File: src/rtl/ucsbece154b_fetch_pkg.sv
// Shared types and constants for the decoupled fetch buffer.
package ucsbece154b_fetch_pkg;

   typedef enum logic [1:0] {
      S_IDLE  = 2'd0,
      S_REQ   = 2'd1,
      S_WAIT  = 2'd2,
      S_DRAIN = 2'd3
   } fetch_state_e;

   localparam int unsigned INSTR_BYTES = 4;
   localparam logic [31:0] NOP         = 32'h0000_0013;

endpackage

File: src/rtl/ucsbece154b_fetch_buffer_if.sv
// Handshake bundle between the fetch buffer (master), the I-cache, decode and prefetcher.
interface ucsbece154b_fetch_buffer_if #(
   parameter int XLEN  = 32,
   parameter int DEPTH = 4
);
   localparam int CW = $clog2(DEPTH + 1);

   logic            redirect_i;
   logic [XLEN-1:0] redirect_pc_i;
   logic            req_valid_o;
   logic [XLEN-1:0] req_addr_o;
   logic            req_ready_i;
   logic            resp_valid_i;
   logic [XLEN-1:0] resp_instr_i;
   logic            instr_valid_o;
   logic [XLEN-1:0] instr_o;
   logic [XLEN-1:0] pc_o;
   logic            stall_i;
   logic            pf_valid_o;
   logic [XLEN-1:0] pf_addr_o;
   logic [CW-1:0]   count_o;

   modport master (
      input  redirect_i, redirect_pc_i, req_ready_i, resp_valid_i, resp_instr_i, stall_i,
      output req_valid_o, req_addr_o, instr_valid_o, instr_o, pc_o, pf_valid_o, pf_addr_o, count_o
   );

   modport slave (
      output redirect_i, redirect_pc_i, req_ready_i, resp_valid_i, resp_instr_i, stall_i,
      input  req_valid_o, req_addr_o, instr_valid_o, instr_o, pc_o, pf_valid_o, pf_addr_o, count_o
   );

endinterface

File: src/rtl/ucsbece154b_circ_queue.sv
// DEPTH-entry circular queue with synchronous clear; head data reads as zero when empty.
module ucsbece154b_circ_queue #(
   parameter int WIDTH = 64,
   parameter int DEPTH = 4,
   parameter int CW    = $clog2(DEPTH + 1)
) (
   input  logic             clk,
   input  logic             reset,
   input  logic             clear_i,
   input  logic             push_i,
   input  logic             pop_i,
   input  logic [WIDTH-1:0] data_i,
   output logic             head_valid_o,
   output logic [WIDTH-1:0] head_o,
   output logic [CW-1:0]    count_o
);
   localparam int PW = $clog2(DEPTH);

   logic [WIDTH-1:0] mem_q [DEPTH];
   logic [PW-1:0]    head_q, head_d;
   logic [PW-1:0]    tail_q, tail_d;
   logic [CW-1:0]    count_q, count_d;
   logic             do_push_s, do_pop_s;

   // Pointer and occupancy update; a pop frees its slot before a same-cycle push.
   always_comb begin
      head_d    = head_q;
      tail_d    = tail_q;
      count_d   = count_q;
      do_pop_s  = pop_i && (count_q != CW'(0));
      do_push_s = push_i && ((count_q != CW'(DEPTH)) || do_pop_s);
      if (clear_i) begin
         head_d    = '0;
         tail_d    = '0;
         count_d   = '0;
         do_push_s = 1'b0;
      end else begin
         if (do_pop_s) begin
            head_d = head_q + PW'(1);
         end else begin
            head_d = head_q;
         end
         if (do_push_s) begin
            tail_d = tail_q + PW'(1);
         end else begin
            tail_d = tail_q;
         end
         count_d = count_q + CW'(do_push_s) - CW'(do_pop_s);
      end
   end

   // Pointer and count registers.
   always_ff @(posedge clk or negedge reset) begin
      if (!reset) begin
         head_q  <= '0;
         tail_q  <= '0;
         count_q <= '0;
      end else begin
         head_q  <= head_d;
         tail_q  <= tail_d;
         count_q <= count_d;
      end
   end

   // Storage array; contents never escape while the queue is empty.
   always_ff @(posedge clk) begin
      if (do_push_s) begin
         mem_q[tail_q] <= data_i;
      end
   end

   assign head_valid_o = (count_q != CW'(0));
   assign head_o       = head_valid_o ? mem_q[head_q] : '0;
   assign count_o      = count_q;

endmodule

File: src/rtl/ucsbece154b_fetch_buffer.sv
// Decoupled fetch unit: sequential I-cache requests, redirect flush, PC/instr queue, next-line hint.
module ucsbece154b_fetch_buffer
   import ucsbece154b_fetch_pkg::*;
#(
   parameter int              XLEN       = 32,
   parameter int              DEPTH      = 4,
   parameter int              LINE_WORDS = 4,
   parameter logic [XLEN-1:0] RESET_PC   = XLEN'(32'h0001_0000)
) (
   input logic                        clk,
   input logic                        reset,
   ucsbece154b_fetch_buffer_if.master bus
);
   localparam int              CW         = $clog2(DEPTH + 1);
   localparam int              LINE_BYTES = LINE_WORDS * INSTR_BYTES;
   localparam logic [XLEN-1:0] LINE_MASK  = XLEN'(LINE_BYTES - 1);

   fetch_state_e    state_q, state_d;
   logic [XLEN-1:0] fetch_pc_q, fetch_pc_d;
   logic [XLEN-1:0] inflight_pc_q, inflight_pc_d;
   logic            pf_valid_q, pf_valid_d;
   logic [XLEN-1:0] pf_addr_q, pf_addr_d;

   logic            pending_s, req_valid_s, accept_s, line_start_s;
   logic            push_s, pop_s, head_valid_s;
   logic [CW-1:0]   count_s;
   logic [2*XLEN-1:0] head_s;

   // Next-state, fetch address and prefetch hint; redirect overrides every other event.
   always_comb begin
      state_d       = state_q;
      fetch_pc_d    = fetch_pc_q;
      inflight_pc_d = inflight_pc_q;
      pf_valid_d    = 1'b0;
      pf_addr_d     = '0;
      push_s        = 1'b0;
      pending_s     = (state_q == S_WAIT);
      req_valid_s   = (state_q == S_REQ) && ((int'(count_s) + int'(pending_s)) < DEPTH);
      accept_s      = req_valid_s && bus.req_ready_i;
      line_start_s  = ((fetch_pc_q & LINE_MASK) >> 2) == '0;
      pop_s         = head_valid_s && !bus.stall_i && !bus.redirect_i;
      if (bus.redirect_i) begin
         fetch_pc_d = bus.redirect_pc_i;
         case (state_q)
            S_WAIT, S_DRAIN: state_d = bus.resp_valid_i ? S_REQ : S_DRAIN;
            S_REQ:           state_d = accept_s ? S_DRAIN : S_REQ;
            S_IDLE:          state_d = S_REQ;
            default:         state_d = S_IDLE;
         endcase
      end else begin
         case (state_q)
            S_IDLE: state_d = S_REQ;
            S_REQ: begin
               if (accept_s) begin
                  state_d       = S_WAIT;
                  inflight_pc_d = fetch_pc_q;
                  fetch_pc_d    = fetch_pc_q + XLEN'(INSTR_BYTES);
                  if (line_start_s) begin
                     pf_valid_d = 1'b1;
                     pf_addr_d  = (fetch_pc_q & ~LINE_MASK) + XLEN'(LINE_BYTES);
                  end else begin
                     pf_valid_d = 1'b0;
                  end
               end else begin
                  state_d = S_REQ;
               end
            end
            S_WAIT: begin
               if (bus.resp_valid_i) begin
                  push_s  = 1'b1;
                  state_d = S_REQ;
               end else begin
                  state_d = S_WAIT;
               end
            end
            S_DRAIN: state_d = bus.resp_valid_i ? S_REQ : S_DRAIN;
            default: state_d = S_IDLE;
         endcase
      end
   end

   // FSM, fetch address and registered prefetch pulse.
   always_ff @(posedge clk or negedge reset) begin
      if (!reset) begin
         state_q       <= S_IDLE;
         fetch_pc_q    <= RESET_PC;
         inflight_pc_q <= '0;
         pf_valid_q    <= 1'b0;
         pf_addr_q     <= '0;
      end else begin
         state_q       <= state_d;
         fetch_pc_q    <= fetch_pc_d;
         inflight_pc_q <= inflight_pc_d;
         pf_valid_q    <= pf_valid_d;
         pf_addr_q     <= pf_addr_d;
      end
   end

   ucsbece154b_circ_queue #(
      .WIDTH (2 * XLEN),
      .DEPTH (DEPTH),
      .CW    (CW)
   ) u_queue (
      .clk          (clk),
      .reset        (reset),
      .clear_i      (bus.redirect_i),
      .push_i       (push_s),
      .pop_i        (pop_s),
      .data_i       ({inflight_pc_q, bus.resp_instr_i}),
      .head_valid_o (head_valid_s),
      .head_o       (head_s),
      .count_o      (count_s)
   );

   assign bus.req_valid_o   = req_valid_s;
   assign bus.req_addr_o    = req_valid_s ? fetch_pc_q : '0;
   assign bus.instr_valid_o = head_valid_s;
   assign bus.pc_o          = head_s[2*XLEN-1:XLEN];
   assign bus.instr_o       = head_s[XLEN-1:0];
   assign bus.pf_valid_o    = pf_valid_q;
   assign bus.pf_addr_o     = pf_addr_q;
   assign bus.count_o       = count_s;

endmodule

File: src/flat_wrapper.sv
// flat-port wrapper written by rule: the top's interface ports become plain ports
module ucsbece154b_fetch_buffer_flat import ucsbece154b_fetch_pkg::*;
#(
   parameter int              XLEN       = 32,
   parameter int              DEPTH      = 4,
   parameter int              LINE_WORDS = 4,
   parameter logic [XLEN-1:0] RESET_PC   = XLEN'(32'h0001_0000)
)
  (clk, reset, bus_redirect_i, bus_redirect_pc_i, bus_req_ready_i, bus_resp_valid_i, bus_resp_instr_i, bus_stall_i, bus_req_valid_o, bus_req_addr_o, bus_instr_valid_o, bus_instr_o, bus_pc_o, bus_pf_valid_o, bus_pf_addr_o, bus_count_o);
  ucsbece154b_fetch_buffer_if #(.XLEN(XLEN), .DEPTH(DEPTH)) bus_i ();
  input logic clk;
  input logic reset;
  input wire logic [$bits(bus_i.redirect_i)-1:0] bus_redirect_i;
  input wire logic [$bits(bus_i.redirect_pc_i)-1:0] bus_redirect_pc_i;
  input wire logic [$bits(bus_i.req_ready_i)-1:0] bus_req_ready_i;
  input wire logic [$bits(bus_i.resp_valid_i)-1:0] bus_resp_valid_i;
  input wire logic [$bits(bus_i.resp_instr_i)-1:0] bus_resp_instr_i;
  input wire logic [$bits(bus_i.stall_i)-1:0] bus_stall_i;
  output wire logic [$bits(bus_i.req_valid_o)-1:0] bus_req_valid_o;
  output wire logic [$bits(bus_i.req_addr_o)-1:0] bus_req_addr_o;
  output wire logic [$bits(bus_i.instr_valid_o)-1:0] bus_instr_valid_o;
  output wire logic [$bits(bus_i.instr_o)-1:0] bus_instr_o;
  output wire logic [$bits(bus_i.pc_o)-1:0] bus_pc_o;
  output wire logic [$bits(bus_i.pf_valid_o)-1:0] bus_pf_valid_o;
  output wire logic [$bits(bus_i.pf_addr_o)-1:0] bus_pf_addr_o;
  output wire logic [$bits(bus_i.count_o)-1:0] bus_count_o;
  assign bus_i.redirect_i = bus_redirect_i;
  assign bus_i.redirect_pc_i = bus_redirect_pc_i;
  assign bus_i.req_ready_i = bus_req_ready_i;
  assign bus_i.resp_valid_i = bus_resp_valid_i;
  assign bus_i.resp_instr_i = bus_resp_instr_i;
  assign bus_i.stall_i = bus_stall_i;
  assign bus_req_valid_o = bus_i.req_valid_o;
  assign bus_req_addr_o = bus_i.req_addr_o;
  assign bus_instr_valid_o = bus_i.instr_valid_o;
  assign bus_instr_o = bus_i.instr_o;
  assign bus_pc_o = bus_i.pc_o;
  assign bus_pf_valid_o = bus_i.pf_valid_o;
  assign bus_pf_addr_o = bus_i.pf_addr_o;
  assign bus_count_o = bus_i.count_o;
  ucsbece154b_fetch_buffer #(.XLEN(XLEN), .DEPTH(DEPTH), .LINE_WORDS(LINE_WORDS), .RESET_PC(RESET_PC)) u_core (.clk(clk), .reset(reset), .bus(bus_i));
endmodule
File: config.mk
export PLATFORM = sky130hd
export DESIGN_NAME = ucsbece154b_fetch_buffer_flat
export DESIGN_NICKNAME = d
export VERILOG_FILES = /design/src/rtl/ucsbece154b_fetch_pkg.sv /design/src/rtl/ucsbece154b_fetch_buffer_if.sv /design/src/rtl/ucsbece154b_circ_queue.sv /design/src/rtl/ucsbece154b_fetch_buffer.sv /design/src/flat_wrapper.sv
export SDC_FILE = /design/constraint.sdc
export NUM_CORES = 1
export LEC_CHECK = 0
export BUFFER_PORTS_ARGS = -buffer_cell sky130_fd_sc_hd__buf_2
export CAP_MARGIN = 20
export CORE_MARGIN = 2
export CORE_UTILIZATION = 57
export DETAILED_ROUTE_END_ITERATION = 7
export PLACE_DENSITY_LB_ADDON = 0.2
export SLEW_MARGIN = 20
export SYNTH_ARGS = -nofsm -noshare
export SYNTH_HDL_FRONTEND = slang
export SYNTH_SLANG_ARGS = --single-unit
File: constraint.sdc
create_clock -name clk -period 3.3 [get_ports clk]
set_clock_uncertainty 0.1 [all_clocks]
set_input_delay 0.165 -clock clk [delete_from_list [all_inputs] [get_ports clk]]
set_output_delay 0.165 -clock clk [all_outputs]
set_load 0.02 [all_outputs]
==> After elaboration in Yosys (flattened, before gate mapping) <==
Memories as Yosys holds them, arrays and structs flattened.
Index checks and enable logic that the tools add are counted.
{ "op_classes": {"bitwise_logic": 1, "reduce_logical": 19, "n_eq_ne": 4, "muxes": 31, "magnitude_cmp": 1, "n_addsub": 7} }
{ "ops": {"columns": ["operator", "count"], "rows": [
  ["two-way mux 32 bit", 8],
  ["two-way mux 64 bit", 1],
  ["adder 32 x 3 -> 32 bit (second input constant)", 1],
  ["adder 32 x 5 -> 32 bit (second input constant)", 1],
  ["logical NOT 32 bit", 1],
  ["< comparator 32 x 4 -> 1 bit (second input constant)", 1],
  ["two-way mux 2 bit", 9],
  ["two-way mux 1 bit", 10],
  ["case mux 2 bit (4 select lines)", 1],
  ["nonzero test 2 bit", 4],
  ["logical AND 1 bit", 6],
  ["case mux 2 bit (3 select lines)", 1],
  ["adder 2 x 1 -> 2 bit (second input constant)", 2],
  ["adder 3 x 1 -> 4 bit", 1],
  ["equality test 2 bit (second input constant)", 2],
  ["adder 3 x 1 -> 3 bit", 1],
  ["two-way mux 3 bit", 1],
  ["inequality test 3 bit (second input constant)", 1],
  ["AND reduction 3 bit", 1],
  ["nonzero test 3 bit", 1],
  ["subtractor 3 x 1 -> 3 bit", 1],
  ["equality test 2 x 1 -> 1 bit (second input constant)", 1],
  ["logical NOT 1 bit", 2],
  ["logical NOT 2 bit", 1],
  ["other kinds (4)", 4]
]} }
{ "word_totals": {"ram_bits": 256, "input_bits": 70, "elab_cells": 72, "mem_count": 1, "register_bits": 106} }
{ "memory_table": {"columns": ["name", "depth", "word_bits", "read_ports", "rd_clocked_by_memory_dff", "wr", "line_no", "rtl"], "rows": [
  ["u_core.u_queue.mem_q", 4, 64, 1, 0, 1, "ucsbece154b_circ_queue.sv:19", "logic [WIDTH-1:0] mem_q [DEPTH];"]
]} }

==> Logic depth before layout (Yosys ltp) <==
Gate-level depths: netlist (run 1).
{ "logic_depth": {"depth_word": 9, "mapped_depth": 11, "ltp_nobuf": 11} }

==> Cells and area by module <==
Synthesis (run 1) repeated with hierarchy kept, for this count alone.
{ "unflattened": {"cells_unflattened": 926, "area_unflattened_um2": 14888.0} }
{ "by_module_without_submodules": {"columns": ["mod", "n_inst", "area_each_um2", "cells_each", "seq_area_each_um2"], "rows": [
  ["ucsbece154b_circ_queue", 1, 10119.7, 451, 7862.5],
  ["ucsbece154b_fetch_buffer", 1, 4768.3, 475, 2378.5]
]} }

==> Least setup slack after synthesis (run 1) <==
Ideal clock, no wire load.
{ "synth_timing": {"path_type": "register to register", "startpoint": "register u_core.u_queue.count_q[1] (netlist: u_core.u_queue.count_o[1])", "endpoint": "memory u_core.u_queue.mem_q[1][0], enable pin", "arrival_ns": 2.536, "n_path_buf": 0, "period_less_slack_ns": 3.065, "stages_incl_launch_ff": 4, "path_slack_ns": 0.235, "path_cell_list": "dfrtp_1 nor2_1 a31oi_1 and2_1"} }
{ "synth_via": {"elab_chain_len": 9} }
{ "synth_lines": {"columns": ["item", "line_no", "rtl"], "rows": [
  ["start: declaration", "ucsbece154b_circ_queue.sv:22", "logic [CW-1:0] count_q, count_d;"],
  ["start signal: assignment", "ucsbece154b_circ_queue.sv:61", "count_q <= count_d;"],
  ["nonzero test 3 bit", "ucsbece154b_circ_queue.sv:30, ucsbece154b_circ_queue.sv:72", null],
  ["logical AND 1 bit (2 in series)", "ucsbece154b_fetch_buffer.sv:41", "pop_s = head_valid_s && !bus.stall_i && !bus.redirect_i;"],
  ["logical AND 1 bit", "ucsbece154b_circ_queue.sv:30", "do_pop_s = pop_i && (count_q != CW'(0));"],
  ["logical OR 1 bit (*)", "ucsbece154b_circ_queue.sv:31", "do_push_s = push_i && ((count_q != CW'(DEPTH)) || do_pop_s);"],
  ["logical AND 1 bit (*)", "ucsbece154b_circ_queue.sv:31", null],
  ["two-way mux 1 bit (*)", "ucsbece154b_circ_queue.sv:32", "if (clear_i) begin"],
  ["two-way mux 1 bit (*)", "ucsbece154b_circ_queue.sv:67", "if (do_push_s) begin"],
  ["two-way mux 1 bit (not written as such) (*)", "ucsbece154b_circ_queue.sv:68", "mem_q[tail_q] <= data_i;"],
  ["end: declaration", "ucsbece154b_circ_queue.sv:19", null]
]} }
Every way passes the cells marked *; elsewhere a longest branch is shown, timed or not.

==> Worst setup path after layout (run 1) <==
{ "layout_timing": {"startpoint": "register u_core.u_queue.head_q[0]", "endpoint": "output port bus_instr_o[8]"} }
{ "layout_via": {"elab_chain_len": 2} }
{ "layout_lines": {"columns": ["item", "line_no", "rtl"], "rows": [
  ["start: declaration", "ucsbece154b_circ_queue.sv:20", "logic [PW-1:0] head_q, head_d;"],
  ["start signal: assignment", "ucsbece154b_circ_queue.sv:55", "head_q <= '0;"],
  ["start signal: assignment", "ucsbece154b_circ_queue.sv:59", "head_q <= head_d;"],
  ["memory (4 x 64 bit)", null, null],
  ["two-way mux 64 bit", "ucsbece154b_circ_queue.sv:73", "assign head_o = head_valid_o ? mem_q[head_q] : '0;"],
  ["end: declaration", "flat_wrapper.sv:22", "output wire logic [$bits(bus_i.instr_o)-1:0] bus_instr_o;"]
]} }
Every way passes these cells.

==> flow_summary.json, run 1 <==
{
  "routed_wl_um": 33100,
  "swShare_pct": 30.5,
  "slew_headroom_pct": 37.8,
  "rsz0062_at_grt": "false",
  "cp.arrival_ns": 2.61,
  "grt_pass1_vias": 9275,
  "grt_max_degree": 71,
  "io_pins": 204,
  "power.density_nw_per_um2": 726,
  "startpoint_type": "flip-flop",
  "worstSetupPathType": "reg -> out",
  "drc": 0,
  "n_antenna_cell": 0,
  "seqPwrFrac_pct": 44.3,
  "finalCriticalPeriod_ns": 2.87,
  "core_um2": 25800,
  "num_vias": 9144,
  "antenna_found_initial": 1,
  "post_cts_buffers": 0,
  "clockPowerShare_pct": 31.2,
  "grt_overflow": 0,
  "finalSetupTns_ns": 0,
  "grt_pass1_wl_um": 52400,
  "tightestPinTransition_ns": 0.932,
  "antenna_left": 0,
  "via_per_inst": 5.85,
  "async_flop_share_pct": 28.5,
  "wl_per_cell_um": 21.2,
  "p_int_mw": 9.18,
  "endpoint_kind": "primary output",
  "yosysWarningCount": 0,
  "max_freq_mhz": 348,
  "synth-edff-count": 256,
  "numCtsBuffers": 37,
  "post-dp-hpwl_um": 20400,
  "ir_worst_vdd_mv": 0.481,
  "start_util_pct": 57.7,
  "worstPathMaxFanout": 31,
  "die_h_um": 166,
  "die_w_um": 166,
  "syn_area_per_cell_um2": 15.8,
  "crit_family": "flip-flops",
  "rrSetupSlack_ns": 0.53,
  "synth_ff_type": "edfxtp_1",
  "syn_inst": 941,
  "setup_viol": 0,
  "crit_buf_inv": 2,
  "ys_seq_elements": 358,
  "drive_gt1_share_pct": 31.8,
  "drv_slew": 0,
  "clkTransAtPathRegs_ns": 0.06,
  "cts_max_level": 2,
  "ys_types": 51,
  "dr.pass1.iters": 5,
  "crit_path_cell_trace": "buf_4 > mux4_2 > and2_1 > buf_2",
  "min_path_type": "in -> reg",
  "clk_latency_ns": 0.52,
  "syn2layout_area_growth_pct": 21.9,
  "post-place-ws_ns": 0.587,
  "slowest_delay_ns": 0.85,
  "port_buffers": 199,
  "yosysSeqAreaShare_pct": 68.7,
  "timing.final.crit_share_pct": 87.1,
  "die_area_um2": 27500,
  "cap_violations": 0,
  "synthesis.area_um2": 14900,
  "num_rows": 59,
  "switchingPower_mw": 4.03,
  "clock-sinks": 358,
  "drtIter0Drc": 833,
  "clockBufferDepth": 3,
  "outcome": "complete, no violations",
  "hold_viol": 0,
  "grt_usage_pct": 24.5,
  "gp_congestion": 0.864,
  "cts_tree": "done",
  "required_ns": 3.03,
  "pwr-share-comb_pct": 24.5,
  "cts-root-buf": "clkbuf_16",
  "cp_slowest_cell": "dfrtp_4",
  "nets": 1280,
  "power.leakage_nw": 6.87,
  "setup_ws_ns": 0.426
}
==> state kept, by name, indices dropped and copies added (netlist names) <==
| signal | cells |
|---|---|
| u_core.u_queue.head_q | 2 |
| u_core.u_queue.tail_q | 2 |
| u_core.bus.pf_valid_o | 1 |
| u_core.state_q | 2 |
| u_core.bus.pf_addr_o | 28 |
| u_core.u_queue.mem_q | 256 |
| u_core.fetch_pc_q | 32 |
| u_core.u_queue.count_o | 3 |
| u_core.inflight_pc_q | 32 |
==> what timing repair did <==
action	4_1_cts	5_1_grt
endpoints found under the hold margin	231	0
hold buffers	67	0
resized for setup	0	1
endpoints found under the setup margin	0	64
==> cell type report <==
type	instances	area, µm²
multi-input cells	502	4350
fillers	1680	7660
well taps	335	419
flip-flops and latches	358	10200
repair buffers	288	1900
clock inverters	20	180
inverters	12	47.5
clock buffers	47	1040
==> worst paths after layout <==
path	from	end	depth (start not counted)
worst max register to register	u_core.fetch_pc_q[16]$_DFFE_PN1P_	u_core.fetch_pc_q[25]$_DFFE_PN0P_	4
worst min-delay path	bus_req_ready_i	u_core.state_q[1]$_DFF_PN0_	4
min in group asynchronous	reset	u_core.bus.pf_addr_o[20]$_DFF_PN0_	2
worst min register to register	u_core.inflight_pc_q[2]$_DFFE_PN0P_	u_core.u_queue.mem_q[1][34]$_DFFE_PP_	0
max in group asynchronous	reset	u_core.u_queue.head_q[0]$_DFFE_PN0P_	3
worst max-delay path	u_core.u_queue.head_q[0]$_DFFE_PN0P_	bus_instr_o[8]	4
==> layout by cell type, fill, tap and decap left out, types with 7 or more instances in the layout <==
master / n
clkinv_1: 7
nand4_1: 11
dfrtp_1: 99
or3_1: 17
mux4_2: 64
buf_2: 198
mux2_2: 35
edfxtp_1: 256
xnor2_1: 13
ha_1: 10
clkinv_2: 8
a31oi_1: 13
nor4_1: 7
or4_1: 20
and2_1: 98
a21oi_1: 17
clkbuf_16: 39
o31ai_1: 11
inv_1: 10
o21ai_0: 26
nand2_1: 36
nand3_1: 19
xor2_1: 11
dlygate4sd3_1: 67
nor2_1: 41
buf_4: 18
==> cell usage after synthesis, drive strengths merged (4+ instances only) <==
cell type | count | area (µm²)
nor2 | 42 | 158
mux2 | 35 | 394
nand2 | 36 | 135
o31ai | 11 | 82.6
or4 | 21 | 161
dfrtp | 101 | 2530
inv | 11 | 41.3
mux4 | 64 | 1440
buf | 25 | 136
edfxtp | 256 | 7690
a21oi | 17 | 85.1
nor4 | 7 | 43.8
nor3 | 6 | 30.0
nand3 | 19 | 95.1
xnor2 | 13 | 114
and2 | 102 | 638
and3 | 4 | 25.0
xor2 | 11 | 96.3
nand4 | 13 | 93.8
or3 | 17 | 106
a31oi | 13 | 81.3
and4 | 5 | 43.8
clkbuf | 47 | 178
o21ai | 26 | 130
ha | 10 | 125
==> power groups by stage <==
stage | combinational (mW) | sequential, mW | clock [mW]
after floorplan | 2.20 | 5.71 | 0
after global placement | 3.17 | 5.90 | 0
after detailed placement | 3.20 | 5.94 | 0
after CTS | 3.28 | 5.85 | 4.18
after global routing | 3.50 | 5.91 | 4.37
final | 3.24 | 5.85 | 4.11
==> worst reg2reg max path, cell delays in order (launching register included) <==
cell     delay, ns
dfstp_2       0.60
nand3_1       0.31
or4_1         0.92
or4_1         0.60
a31oi_1       0.16
==> kinds of logic after synthesis <==
logic type	synth area share, %
adder cells (fa/ha/maj)	0.973
buffers and inverters	2.41
flip-flops	68.7
XOR/XNOR	1.41
multiplexers	12.4
other	0.0251
AND/OR/NAND/NOR	10.9
AO/OA/AOI/OAI	3.14
==> per-stage QoR <==
step / hold WS [ns] / utilization (%) / area (µm²) / instances / power [mW]
2_1_floorplan: -0.231 / - / 14900 / 944 / 7.92
3_3_place_gp: 0.268 / 63.1 / 16300 / 1428 / 9.07
3_5_place_dp: 0.264 / 63.1 / 16300 / 1428 / 9.14
4_1_cts: 0.137 / 70.4 / 18200 / 1562 / 13.3
5_1_grt: 0.171 / 70.4 / 18200 / 1562 / 13.8
6_report: 0.160 / 70.4 / 18200 / 1562 / 13.2
==> routing by layer <==
layer / global-route usage [%] / vias to the layer above / part of all wire [%]
li1: - / 4081 / -
met1: 34.9 / 4601 / 41
met2: 39.7 / 397 / 50
met3: 4.10 / 63 / 7.0
met4: 7.41 / 2 / 2.6
met5: 0 / - / 0.039
(Power assumes the default switching activity.)
==> run 2: changes to the inputs <==
--- a/config.mk
+++ b/config.mk
@@ -8,7 +8,8 @@
 export BUFFER_PORTS_ARGS = -buffer_cell sky130_fd_sc_hd__buf_2
 export CAP_MARGIN = 20
 export CORE_MARGIN = 2
-export CORE_UTILIZATION = 57
+export CORE_UTILIZATION = 55
+export CTS_BUF_LIST = sky130_fd_sc_hd__clkbuf_2
 export DETAILED_ROUTE_END_ITERATION = 7
 export PLACE_DENSITY_LB_ADDON = 0.2
 export SLEW_MARGIN = 20
==> flow_summary.json, run 2 (synthesized netlist as in run 1, its figures left out) <==
{
  "reg2regPathDepth": 5,
  "clockBufferDepth": 3,
  "gp_congestion": 0.860,
  "setup_ws_ns": 0.193,
  "die_h_um": 169,
  "tightestPinTransition_ns": 0.654,
  "finalCriticalPeriod_ns": 3.11,
  "core_um2": 26800,
  "io_pins": 204,
  "hold-path-cell-count": 5,
  "start_util_pct": 55.6,
  "antenna_found_initial": 1,
  "num_vias": 9962,
  "power.density_nw_per_um2": 637,
  "required_ns": 4.01,
  "r2r-end": "u_core.fetch_pc_q[20]$_DFFE_PN0P_",
  "drv_slew": 0,
  "dr.pass1.iters": 5,
  "r2r-start": "u_core.fetch_pc_q[15]$_DFFE_PN0P_",
  "hold_viol": 0,
  "drc": 0,
  "nets": 1459,
  "rsz0062_at_grt": "false",
  "outcome": "complete, no violations",
  "post-dp-hpwl_um": 20300,
  "wl_per_cell_um": 19.8,
  "cp.arrival_ns": 3.82,
  "multi_input_area_um2": 4370,
  "post-place-ws_ns": 0.582,
  "timing.final.crit_share_pct": 94.1,
  "syn2layout_area_growth_pct": 27.9,
  "final_cell_mix": "256 x edfxtp_1, 198 x buf_2, 191 x dlygate4sd3_1, 129 x clkbuf_2, 99 x dfrtp_1",
  "drtIter0Drc": 917,
  "clkTransAtPathRegs_ns": 0.10,
  "grt_pass1_vias": 10400,
  "worstPathMaxFanout": 15,
  "numCtsBuffers": 87,
  "largest_reg_flops": 256,
  "seqCellArea_um2": 10200,
  "clock-sinks": 358,
  "cap_violations": 0,
  "grt_max_degree": 103,
  "cts-root-buf": "clkbuf_2",
  "final_common_cell": "edfxtp_1",
  "die_w_um": 169,
  "num_rows": 60,
  "slew_headroom_pct": 56.4,
  "endpoint_kind": "flip-flop",
  "min_path_type": "in -> reg",
  "finalSetupTns_ns": 0,
  "fill_cells": 1806,
  "top_regs": "u_core.u_queue.mem_q x256, u_core.fetch_pc_q x32, u_core.inflight_pc_q x32",
  "ir_worst_vdd_mv": 0.449,
  "top_register": "u_core.u_queue.mem_q",
  "rrSetupSlack_ns": 0.19,
  "hold_start": "bus_resp_valid_i",
  "startpoint_type": "flip-flop",
  "cts_max_level": 3,
  "routed_wl_um": 35200,
  "setup_viol": 0,
  "grt_overflow": 0,
  "antenna_left": 0,
  "clk_latency_ns": 0.87,
  "grt_usage_pct": 25.2,
  "drive_gt1_share_pct": 33.2,
  "via_per_inst": 5.59,
  "grt_pass1_wl_um": 55300,
  "worstSetupPathType": "reg -> reg",
  "power.leakage_nw": 7.42,
  "die_area_um2": 28400,
  "cts_tree": "done",
  "port_buffers": 199,
  "whs_endpoint": "u_core.state_q[0]$_DFF_PN0_",
  "max_freq_mhz": 322
}
## run 2: changes by cell type in the layout (fill, tap and decap cells not counted), sizes merged
cell	change
dlygate4sd3	+124
clkbuf	+82
buf	+5
clkinv	+3
diode	+2
inv	-2
bufinv	-1
## run 2: report_power, final
part           internal, mW  total (mW)  switching [mW]
Sequential             5.36        5.81           0.445
Combinational          1.51        3.49            1.98
Clock                  1.19        2.86            1.67
Total                  8.06        12.2            4.09
## run 2: what timing repair did
item / in CTS / in global routing
gates resized for setup: 0 / 5
setup buffers: 0 / 1
hold endpoints to repair: 286 / 0
endpoints found under the setup margin: 0 / 70
hold buffers: 191 / 0
## run 2: per-layer routing
metal / GRT usage [%] / vias to the layer above / part of all wire [%]
li1: - / 4488 / -
met1: 32.9 / 4965 / 40
met2: 42.0 / 441 / 50
met3: 5.59 / 68 / 7.4
met4: 9.60 / 0 / 2.5
met5: 0 / - / 0
## run 2: cell type report
cell class,instances,area share (%)
Tap cell,341,2.24
Inverter,12,0.249
Clock buffer,129,3.38
Sequential cell,358,53.7
Antenna cell,2,0.0262
Timing Repair Buffer,417,16.8
Clock inverter,20,0.728
Multi-Input combinational cell,502,22.9
## run 2: critical path: stages (launching register included)
cell           delay (ns)
dfrtp_1              0.56
nand3_1              0.40
or4_4                0.71
or4_1                0.54
a31oi_1              0.17
dlygate4sd3_1        0.56
## run 2: worst max-delay path by stage
stage               cells after the start  slack, ns                                start                              endpoint
floorplan                               3       0.23  u_core.u_queue.count_o[1]$_DFF_PN0_  u_core.u_queue.mem_q[1][0]$_DFFE_PP_
global placement                        4       0.64    u_core.fetch_pc_q[16]$_DFFE_PN1P_     u_core.fetch_pc_q[25]$_DFFE_PN0P_
detailed placement                      4       0.58    u_core.fetch_pc_q[16]$_DFFE_PN1P_     u_core.fetch_pc_q[25]$_DFFE_PN0P_
CTS                                     5       0.03    u_core.fetch_pc_q[16]$_DFFE_PN1P_     u_core.fetch_pc_q[27]$_DFFE_PN0P_
global route                            5       0.08    u_core.fetch_pc_q[16]$_DFFE_PN1P_     u_core.fetch_pc_q[23]$_DFFE_PN0P_
finish                                  5       0.19    u_core.fetch_pc_q[15]$_DFFE_PN0P_     u_core.fetch_pc_q[20]$_DFFE_PN0P_
## run 2: through the flow
| step | hold WS, ns | std cells | cell area, µm² | total power [mW] | util, % |
|---|---|---|---|---|---|
| 5_1_grt | 0.186 | 1781 | 19100 | 12.8 | 71.2 |
| 2_1_floorplan | -0.231 | 944 | 14900 | 7.92 | - |
| 3_5_place_dp | 0.185 | 1438 | 16300 | 9.15 | 61.0 |
| 4_1_cts | 0.131 | 1778 | 19000 | 12.2 | 71.0 |
| 3_3_place_gp | 0.184 | 1438 | 16300 | 9.10 | 61.0 |
| 6_report | 0.209 | 1781 | 19100 | 12.2 | 71.2 |
==> run 3: changes to the inputs <==
--- a/config.mk
+++ b/config.mk
@@ -8,7 +8,7 @@
 export BUFFER_PORTS_ARGS = -buffer_cell sky130_fd_sc_hd__buf_2
 export CAP_MARGIN = 20
 export CORE_MARGIN = 2
-export CORE_UTILIZATION = 55
+export CORE_UTILIZATION = 50
 export CTS_BUF_LIST = sky130_fd_sc_hd__clkbuf_2
 export DETAILED_ROUTE_END_ITERATION = 7
 export PLACE_DENSITY_LB_ADDON = 0.2
==> flow_summary.json, run 3 (synthesized netlist as in run 1, its figures left out) <==
{
  "outcome": "complete, no violations",
  "drtIter0Drc": 689,
  "worstPathMaxFanout": 19,
  "syn2layout_area_growth_pct": 29.5,
  "crit_path_cell_trace": "nand4_2 > or4_4 > or4_1 > a31oi_1 > dlygate4sd3_1",
  "via_per_inst": 5.36,
  "grt_pass1_vias": 10200,
  "routed_wl_um": 35400,
  "finalSetupTns_ns": 0,
  "numCtsBuffers": 90,
  "cp.arrival_ns": 3.76,
  "grt_pass1_wl_um": 54900,
  "clock-sinks": 358,
  "num_vias": 9911,
  "seqCellArea_um2": 10200,
  "reg2regPathDepth": 5,
  "die_w_um": 177,
  "r2r-start": "u_core.fetch_pc_q[7]$_DFFE_PN0P_",
  "min_path_type": "in -> reg",
  "start_util_pct": 50.6,
  "fin_hold_ws_ns": 0.170,
  "startpoint_type": "flip-flop",
  "port_buffers": 199,
  "grt_overflow": 0,
  "top_regs": "u_core.u_queue.mem_q x256, u_core.fetch_pc_q x32, u_core.inflight_pc_q x32",
  "timing.final.crit_share_pct": 93.8,
  "power.density_nw_per_um2": 644,
  "post-dp-hpwl_um": 20600,
  "endpoint": "u_core.fetch_pc_q[25]$_DFFE_PN0P_",
  "cts_max_level": 3,
  "clkTransAtPathRegs_ns": 0.10,
  "required_ns": 3.97,
  "rsz0062_at_grt": "false",
  "hold_viol": 0,
  "max_freq_mhz": 323,
  "multi_input_area_um2": 4360,
  "io_pins": 204,
  "dr.pass1.iters": 5,
  "ir_worst_vdd_mv": 0.423,
  "finalCriticalPeriod_ns": 3.10,
  "cts-root-buf": "clkbuf_2",
  "endpoint_kind": "flip-flop",
  "die_area_um2": 31200,
  "slowest_delay_ns": 0.76,
  "grt_max_degree": 71,
  "final_cells": 1848,
  "rrSetupSlack_ns": 0.20,
  "cts_tree": "done",
  "place_inst": 1487,
  "gp_congestion": 0.875,
  "die_h_um": 177,
  "clk_latency_ns": 0.89,
  "fill_cells": 2196,
  "nets": 1467,
  "largest_reg_flops": 256,
  "tightestPinTransition_ns": 0.657,
  "power.leakage_nw": 7.53,
  "setup_viol": 0,
  "final_common_cell": "edfxtp_1",
  "drc": 0,
  "drv_slew": 0,
  "crit_start": "u_core.fetch_pc_q[7]$_DFFE_PN0P_",
  "antenna_left": 0,
  "cap_violations": 0,
  "grt_usage_pct": 23.1,
  "top_register": "u_core.u_queue.mem_q",
  "final_cell_mix": "256 x edfxtp_1, 198 x buf_2, 195 x dlygate4sd3_1, 144 x clkbuf_2, 99 x dfrtp_1",
  "r2r-end": "u_core.fetch_pc_q[25]$_DFFE_PN0P_",
  "worstSetupPathType": "reg -> reg",
  "wl_per_cell_um": 19.1,
  "cp_slowest_cell": "or4_4",
  "slew_headroom_pct": 56.1,
  "antenna_found_initial": 3,
  "clockBufferDepth": 3,
  "drive_gt1_share_pct": 33.8,
  "num_rows": 63,
  "core_um2": 29500
}
==> run 3: worst min-delay path by stage <==
stage,from,to,slack (ns),cells past startpoint
3_5_place_dp,bus_resp_instr_i[16],u_core.u_queue.mem_q[0][16]$_DFFE_PP_,0.28,1
4_1_cts,bus_stall_i,u_core.u_queue.head_q[1]$_DFFE_PN0P_,0.07,5
6_report,bus_stall_i,u_core.u_queue.head_q[1]$_DFFE_PN0P_,0.17,5
3_3_place_gp,bus_redirect_pc_i[2],u_core.fetch_pc_q[2]$_DFFE_PN0P_,0.28,3
5_1_grt,bus_stall_i,u_core.u_queue.head_q[1]$_DFFE_PN0P_,0.11,5
2_1_floorplan,reset,u_core.bus.pf_addr_o[10]$_DFF_PN0_,-0.23,0
==> run 3: metal layers <==
layer	global-route usage (%)	up-vias	part of all wire, %
met3	5.46	71	7.2
met5	0	-	0
met4	9.61	0	2.5
met1	30.4	4905	42
li1	-	4528	-
met2	37.4	407	49
==> run 3: cell type report <==
class	instances	area share [%]
antenna	2	0.0259
clock buffer	144	3.73
clock inverter	18	0.900
inverter	12	0.246
multi-input combinational	502	22.6
sequential	358	53.1
tap	390	2.53
timing repair buffer	422	16.9
==> run 3: repair_timing <==
action                                 CTS  global route
hold buffers                           196             0
resized for setup                        1             3
buffers inserted                         1             0
setup endpoints to repair               36            28
endpoints found under the hold margin  268             0
==> run 3: worst max-delay path, delay by kind of cell, from the launching register on <==
kind                   cells  cell delay (ns)
flip-flops                 1             0.53
buffers and inverters      1             0.56
AND/OR/NAND/NOR            3             1.64
AO/OA/AOI/OAI              1             0.16
==> run 3: power breakdown <==
part / switching [mW] / internal [mW]
registers: 0.464 / 5.36
logic: 1.95 / 1.52
clock network: 1.70 / 1.45
==> run 3: stage by stage <==
step | utilization (%) | area (µm²) | power, mW | worst slack (ns)
5_1_grt | 65.5 | 19300 | 13.1 | 0.0386
6_report | 65.5 | 19300 | 12.4 | 0.204
3_3_place_gp | 55.6 | 16400 | 9.13 | 0.635
2_1_floorplan | - | 14900 | 7.92 | 0.235
3_5_place_dp | 55.6 | 16400 | 9.16 | 0.618
4_1_cts | 65.5 | 19300 | 12.6 | 0.0286
